===== config.mk =====
export PLATFORM = sky130hd
export DESIGN_NAME = rst_seq
export DESIGN_NICKNAME = d
export VERILOG_FILES = /design/src/rtl/rst_seq.sv
export SDC_FILE = /design/constraint.sdc
export NUM_CORES = 1
export LEC_CHECK = 0
export ABC_AREA = 1
export ABC_CLOCK_PERIOD_IN_PS = 2000
export CAP_MARGIN = 20
export CORE_MARGIN = 2
export CORE_UTILIZATION = 62
export CTS_CLUSTER_DIAMETER = 100
export CTS_CLUSTER_SIZE = 25
export DETAILED_ROUTE_END_ITERATION = 16
export DONT_BUFFER_PORTS = 1
export PLACE_DENSITY = 0.78
export SYNTH_ARGS = -nofsm -noshare
export SYNTH_HDL_FRONTEND = slang
export SYNTH_SLANG_ARGS = --single-unit

===== constraint.sdc =====
create_clock -name clk -period 2 [get_ports clk]
set_input_delay 0.4 -clock clk [delete_from_list [all_inputs] [get_ports clk]]
set_output_delay 0.4 -clock clk [all_outputs]
set_load 0.005 [all_outputs]

===== src/rtl/rst_seq.sv =====
// rtl/rst_seq.sv - reset sequencer and soft-reset request arbiter; optional watchdog under RST_WDT_EN
module rst_seq #(
  parameter int N_REQ   = 4,
  parameter int N_STAGE = 3,
  parameter int HOLD    = 16,
  parameter int GAP     = 4,
  parameter int CNT_W   = 8,
  parameter int WDT_W   = 20
) (
  input  logic               clk,
  input  logic               sys_rstn,
  input  logic [N_REQ-1:0]   req,
  output logic [N_REQ-1:0]   ack,
  input  logic               wdt_kick,
  output logic [N_STAGE-1:0] stage_rstn,
  output logic               busy,
  output logic [N_REQ:0]     cause,
  output logic [CNT_W-1:0]   rst_count
);

  localparam logic [1:0] S_ASSERT  = 2'd0;
  localparam logic [1:0] S_RELEASE = 2'd1;
  localparam logic [1:0] S_IDLE    = 2'd2;

  localparam int TW    = $clog2(HOLD + GAP + 1);
  localparam int IDX_W = (N_STAGE > 1) ? $clog2(N_STAGE) : 1;

  logic [1:0]         state_q, state_d;
  logic [TW-1:0]      tmr_q, tmr_d;
  logic [IDX_W-1:0]   idx_q, idx_d;
  logic [N_STAGE-1:0] stage_q, stage_d;
  logic               busy_q, busy_d;
  logic [N_REQ-1:0]   ack_q, ack_d;
  logic [N_REQ:0]     cause_q, cause_d;
  logic [CNT_W-1:0]   cnt_q, cnt_d;

  logic               wdt_req;
  logic [N_REQ:0]     ev_req;

  // Requests from all sources merged into one vector; bit N_REQ is the watchdog
  assign ev_req = {wdt_req, req};

`ifdef RST_WDT_EN
  logic [WDT_W-1:0] wdt_q, wdt_d;

  assign wdt_req = &wdt_q;

  // Watchdog counts IDLE cycles only; cleared by kick, by any accepted event and while sequencing
  always_comb begin
    wdt_d = wdt_q;
    if (state_q != S_IDLE) begin
      wdt_d = '0;
    end else if (|ev_req) begin
      wdt_d = '0;
    end else if (wdt_kick) begin
      wdt_d = '0;
    end else begin
      wdt_d = wdt_q + 1'b1;
    end
  end

  // Watchdog counter register
  always_ff @(posedge clk or negedge sys_rstn) begin
    if (!sys_rstn) begin
      wdt_q <= '0;
    end else begin
      wdt_q <= wdt_d;
    end
  end
`else
  logic [WDT_W-1:0] unused_wdt_cnt;

  assign wdt_req        = 1'b0;
  assign unused_wdt_cnt = {WDT_W{wdt_kick}};
`endif

  // Sequencer FSM: hold all stages, release them one by one, then arbitrate new requests.
  // The acceptance edge counts as the first hold cycle, so the timer restarts at 1 there
  // to give soft events the same release timing as power-on.
  always_comb begin
    state_d = state_q;
    tmr_d   = tmr_q;
    idx_d   = idx_q;
    stage_d = stage_q;
    busy_d  = busy_q;
    ack_d   = '0;
    cause_d = cause_q;
    cnt_d   = cnt_q;
    case (state_q)
      S_ASSERT: begin
        if (tmr_q == TW'(HOLD - 1)) begin
          state_d = S_RELEASE;
          tmr_d   = TW'(GAP - 1);
          idx_d   = '0;
        end else begin
          tmr_d = tmr_q + 1'b1;
        end
      end
      S_RELEASE: begin
        if (tmr_q == TW'(GAP - 1)) begin
          for (int k = 0; k < N_STAGE; k++) begin
            if (idx_q == IDX_W'(k)) begin
              stage_d[k] = 1'b1;
            end
          end
          tmr_d = '0;
          if (idx_q == IDX_W'(N_STAGE - 1)) begin
            state_d = S_IDLE;
            busy_d  = 1'b0;
          end else begin
            idx_d = idx_q + 1'b1;
          end
        end else begin
          tmr_d = tmr_q + 1'b1;
        end
      end
      S_IDLE: begin
        if (|ev_req) begin
          ack_d   = req;
          cause_d = ev_req;
          if (cnt_q != '1) begin
            cnt_d = cnt_q + 1'b1;
          end
          stage_d = '0;
          busy_d  = 1'b1;
          idx_d   = '0;
          if (HOLD == 1) begin
            state_d = S_RELEASE;
            tmr_d   = TW'(GAP - 1);
          end else begin
            state_d = S_ASSERT;
            tmr_d   = TW'(1);
          end
        end
      end
      default: begin
        state_d = S_ASSERT;
        tmr_d   = '0;
        idx_d   = '0;
        stage_d = '0;
        busy_d  = 1'b1;
      end
    endcase
  end

  // State and output registers; sys_rstn forces the full hold state immediately
  always_ff @(posedge clk or negedge sys_rstn) begin
    if (!sys_rstn) begin
      state_q <= S_ASSERT;
      tmr_q   <= '0;
      idx_q   <= '0;
      stage_q <= '0;
      busy_q  <= 1'b1;
      ack_q   <= '0;
      cause_q <= '0;
      cnt_q   <= '0;
    end else begin
      state_q <= state_d;
      tmr_q   <= tmr_d;
      idx_q   <= idx_d;
      stage_q <= stage_d;
      busy_q  <= busy_d;
      ack_q   <= ack_d;
      cause_q <= cause_d;
      cnt_q   <= cnt_d;
    end
  end

  assign stage_rstn = stage_q;
  assign busy       = busy_q;
  assign ack        = ack_q;
  assign cause      = cause_q;
  assign rst_count  = cnt_q;

endmodule


* Yosys cells after proc, flatten, opt, wreduce, memory -nomap -nowiden
Cells that the tools add are included.
** Storage, ports and cells
- Bits in registers :: 29
- Output and inout port bits :: 21
- Input bits :: 7
** Cells by class
- Equal/unequal tests :: 14
- Bitwise operators :: 1
- Add/sub/neg operators :: 3
- Muxes and demuxes :: 25
- Reduce and logical (&&, ||, !) cells :: 10
** Operator list (count)
- $reduce_and A4 Y1 :: 5
- $mux W5 :: 3
- $pmux W5 S3 :: 1
- $mux W2 :: 7
- $ne A2 B2 Y1 const B :: 7
- $pmux W2 S3 :: 2
- $pmux W3 S3 :: 1
- $add A8 B1 Y8 const B :: 1
- $mux W4 :: 2
- $ne A8 B8 Y1 const B :: 1
- $mux W1 :: 6
- $mux W3 :: 2
- $add A5 B1 Y5 const B :: 1
- $eq A5 B2 Y1 const B :: 1
- $eq A5 B4 Y1 const B :: 1
- $eq A2 B1 Y1 const B :: 2
- $eq A2 B2 Y1 const B :: 2
- $logic_not A2 Y1 :: 2
- $reduce_or A4 Y1 :: 1
- $pmux W1 S3 :: 1
- $reduce_and A3 Y1 :: 1
- $add A2 B1 Y2 const B :: 1
- $reduce_and A2 Y1 :: 1
- $not A1 Y1 :: 1

* Depth between registers and ports, before layout
- Depth in word-level cells :: 4
- Gate-level depth with buffers :: 11
- Gate-level depth less buffers :: 11

* Least setup slack after synthesis
No wires, ideal clock.
- Kind :: register -> register
- Start :: register tmr_q[0]
- End :: register idx_q[0]
- Required time :: 1.883 ns
- Period minus slack after synthesis :: 1.405 ns
- Setup slack :: 0.595 ns
- Setup time :: 0.117 ns
- Stages on the path, launching flop included :: 12
- Arrival :: 1.287 ns
- Buffers on the path :: 0
- Cells stage by stage :: dfrtp_1 > ha_1 > nand2_1 > nor2_1 > ha_1 > inv_1 > nand2_1 > nand2_1 > inv_2 > nand3_1 > nand2_1 > nand2_1
** Between the ends
- Longest elaborated chain between the ends :: 3
- Elaborated cells on any way between the ends :: 5
- Classes of those cells :: eq/ne (4); reduce/logical (1)
** RTL lines
- start, declared :: RTL line 29 : logic [TW-1:0] tmr_q, tmr_d;
- start signal, assigned :: RTL line 159 : tmr_q <= tmr_d;
- $eq A5 B2 Y1 / $eq A5 B4 Y1 (equally long branches) :: RTL line 100, 91
- $ne A2 B2 Y1 (no source line)
- $reduce_and A4 Y1 (no source line) *
- end signal, assigned :: RTL line 160 : idx_q <= idx_d;
- end, declared :: RTL line 30 : logic [IDX_W-1:0] idx_q, idx_d;
Every way passes the cells marked *; elsewhere a longest branch is shown, timed or not.
A chain may end at the register's enable or synchronous reset.

* Worst setup path in the final report
- Start :: register tmr_q[0]
- End :: register idx_q[1]
The elaborated chain is that of the path after synthesis.

==> summary.txt <==
GRT
  • Global-route wire length before repair: 4770 µm
  • GRT Total Usage: 23.4%
  • Vias in the first global route: 1,133
  • Largest net degree at the start of global routing: 30
  • GR Overflow Total: 0
  • Initial antenna violation count: 0

Yosys
  • Cells after Synth: 197
  • Mean Syn Cell Area: 7.86 µm²
  • Mapped Nets: 211
  • FF+latch count, synth: 29
  • Seq/Total Area, Yosys: 46.9%
  • Post-synth cell types: 23
  • YS warnings: 0
  • Synthesized cell area: 1550 µm²

Floorplan
  • IO Pins: 28
  • Initial core utilization: 63.7%
  • Die height: 54.0 µm
  • Core area: 2430 µm²
  • Row count: 18
  • Die area: 2910 µm²
  • Die W: 54.0 µm

Finish
  • Design area: 1670 µm²
  • Layout cells sized above 1: 12.7%
  • Commonest non-fill, non-tap cell in the layout: nand2_1
  • Commonest cells after routing, fill and taps aside: 63 x nand2_1, 28 x dfrtp_1, 20 x inv_1
  • Finished Core Util: 68.7%
  • Final cell count without fillers: 235
  • NumNets Final: 218
  • Synthesis-to-finish area growth: 7.92%
  • N_diodes: 0

Worst setup path
  • CP max stage cell: dfrtp_1
  • Crit-path max cell delay: 410 ps
  • Worst Path Max Fanout: 4
  • Worst path arrival time: 1840 ps
  • WS Path Type: reg -> reg
  • CP most frequent cell: nand2_1
  • Worst Path Buf+Inv: 2
  • CP endpoint kind: register
  • Crit-path cells: ha_1 > nand2_1 > nor2_1 > ha_1 > inv_1 > nand2_1 > nand2_1 > inv_2 > nand3_1 > nand2_1 > nand2_1
  • Cell family with most CP delay: simple AND/OR/NAND/NOR gates
  • Worst EP required: 2230 ps
  • Critical R2R Launch: tmr_q[0]$_DFFE_PN0N_
  • CP Launch Type: register
  • CP Launch Point: tmr_q[0]$_DFFE_PN0N_

Drt
  • DRC viols: 0
  • Drt first pass iters: 4
  • Post-DR vias/cell: 5.40
  • Routed Antenna Nets: 0
  • 1st-iter DRT viols: 25
  • DR vias: 1,269
  • Post-Route WL: 3100 µm
  • Post-DR wirelength/cell: 13.2 µm

CTS
  • CTS root buffer: clkbuf_4
  • CTS tree: built
  • Clock sinks: 29
  • CTS HTree Levels: 2
  • Worst skew pair latency: 340 ps
  • Post CTS Setup Buffer Count: 0
  • Worst-path clk slew: 100 ps
  • TritonCTS buffer count: 5
  • CTS resizes: 0
  • Max clock buf depth: 2

STA
  • Clk_skew: 8.88 ps
  • Setup-failing EPs final: 0
  • TNS Setup: 0 ps
  • RSZ-0062 raised after global routing: false
  • Max Slew Vio Count: 0
  • Minimum hold slack: 171 ps
  • Fin crit share: 80.5%
  • Setup WS post-layout: 391 ps
  • Highest clock rate: 0.621 GHz
  • Min Clock Period, post-route: 1610 ps
  • Hold violation total from the final report: 0

Placement
  • HPWL Detailed: 2200 µm
  • Post-place setup slack: 435 ps
  • Dpl cells: 225
  • Placer Congestion: 0.843
  • IO Port Bufs: 0
  • Area after DPL: 1570 µm²

Power
  • P_int: 1.15 mW
  • P_sw: 691 µW
  • Total Power: 1.85 mW
  • Peak VDD IR: 0.000686 V
  • PwrDens: 1100 nW/µm²
  • Reg power frac: 46.1%
  • Sw frac: 37.5%
  • Clock power share: 22.7%
  • Logic pwr share: 31.2%
  • Leak: 0.882 nW

Hold path
  • HP Start: req[1]
  • Hold Path Class: in -> reg

Status
  • Status: finished clean

Job
  • Max-cap violations: 0
==> registers in the layout (all words and copies together) (netlist names) <==
| register | cells |
|---|---|
| tmr_q | 5 |
| idx_q | 2 |
| rst_count | 8 |
| cause | 4 |
| stage_rstn | 3 |
| ack | 4 |
| state_q | 2 |
| busy | 1 |
==> synthesized netlist by cell type <==
cell type	count	share of area, %
nand2_1	63	15
nand3_1	16	5.2
o211ai_1	1	0.48
o21ai_0	8	2.6
buf_4	2	0.97
nor2_2	4	1.6
xnor2_1	2	1.1
o21ai_1	4	1.3
inv_2	5	1.2
o21bai_1	1	0.48
o21ai_2	1	0.57
conb_1	1	0.24
nor2_1	18	4.4
dfstp_2	1	1.7
nand3_2	1	0.65
nand4_1	5	2.0
nand2_2	4	1.6
inv_1	20	4.8
nand3b_1	1	0.48
xor2_1	3	1.7
dfrtp_1	28	45
nor2_4	1	0.73
ha_1	7	5.7
==> metal layers <==
metal	GRT usage [%]	vias to the layer above	share of wire (%)
met3	6.94	5	7.1
met5	0	-	0
met2	40.7	34	51
met1	26.0	600	41
met4	11.3	0	1.2
li1	-	630	-
==> power by group through the flow <==
stage | clock network (mW) | logic [mW] | registers (mW)
after global placement | 0 | 0.531 | 0.855
after detailed placement | 0 | 0.559 | 0.863
after global routing | 0.444 | 0.680 | 0.875
after floorplan | 0 | 0.479 | 0.827
after CTS | 0.418 | 0.580 | 0.851
final | 0.419 | 0.575 | 0.851
==> cells by family after synthesis <==
family	Yosys count	synth area share, %
XOR/XNOR	5	2.83
other	1	0.242
adder cells (fa/ha/maj)	7	5.65
AO/OA/AOI/OAI	15	5.41
AND/OR/NAND/NOR	113	31.9
buffers and inverters	27	7.03
flip-flops	29	46.9
==> area by class of cell <==
cell class              count  area [µm²]
repair buffers              2        30.0
well taps                  30        37.5
flip-flops and latches     29         727
multi-input cells         141         713
clock inverters             1        5.00
inverters                  25        93.8
clock buffers               7        65.1
fillers                   193         761
==> worst paths after layout <==
check | to | slack (ps) | cells past startpoint
max | idx_q[1]$_DFFE_PN0P_ | 390 | 11
min | ack[1]$_DFF_PN0_ | 170 | 2
max reg2reg | idx_q[1]$_DFFE_PN0P_ | 390 | 11
min reg2reg | busy$_DFFE_PN1P_ | 500 | 2
max in group asynchronous | busy$_DFFE_PN1P_ | 1270 | 2
min in group asynchronous | ack[3]$_DFF_PN0_ | 490 | 2
==> what timing repair did <==
| action | CTS | global route |
|---|---|---|
| hold endpoints to repair | 29 | 0 |
| setup endpoints to repair | 0 | 0 |
| hold buffers | 2 | 0 |
(Power assumes the default switching activity.)
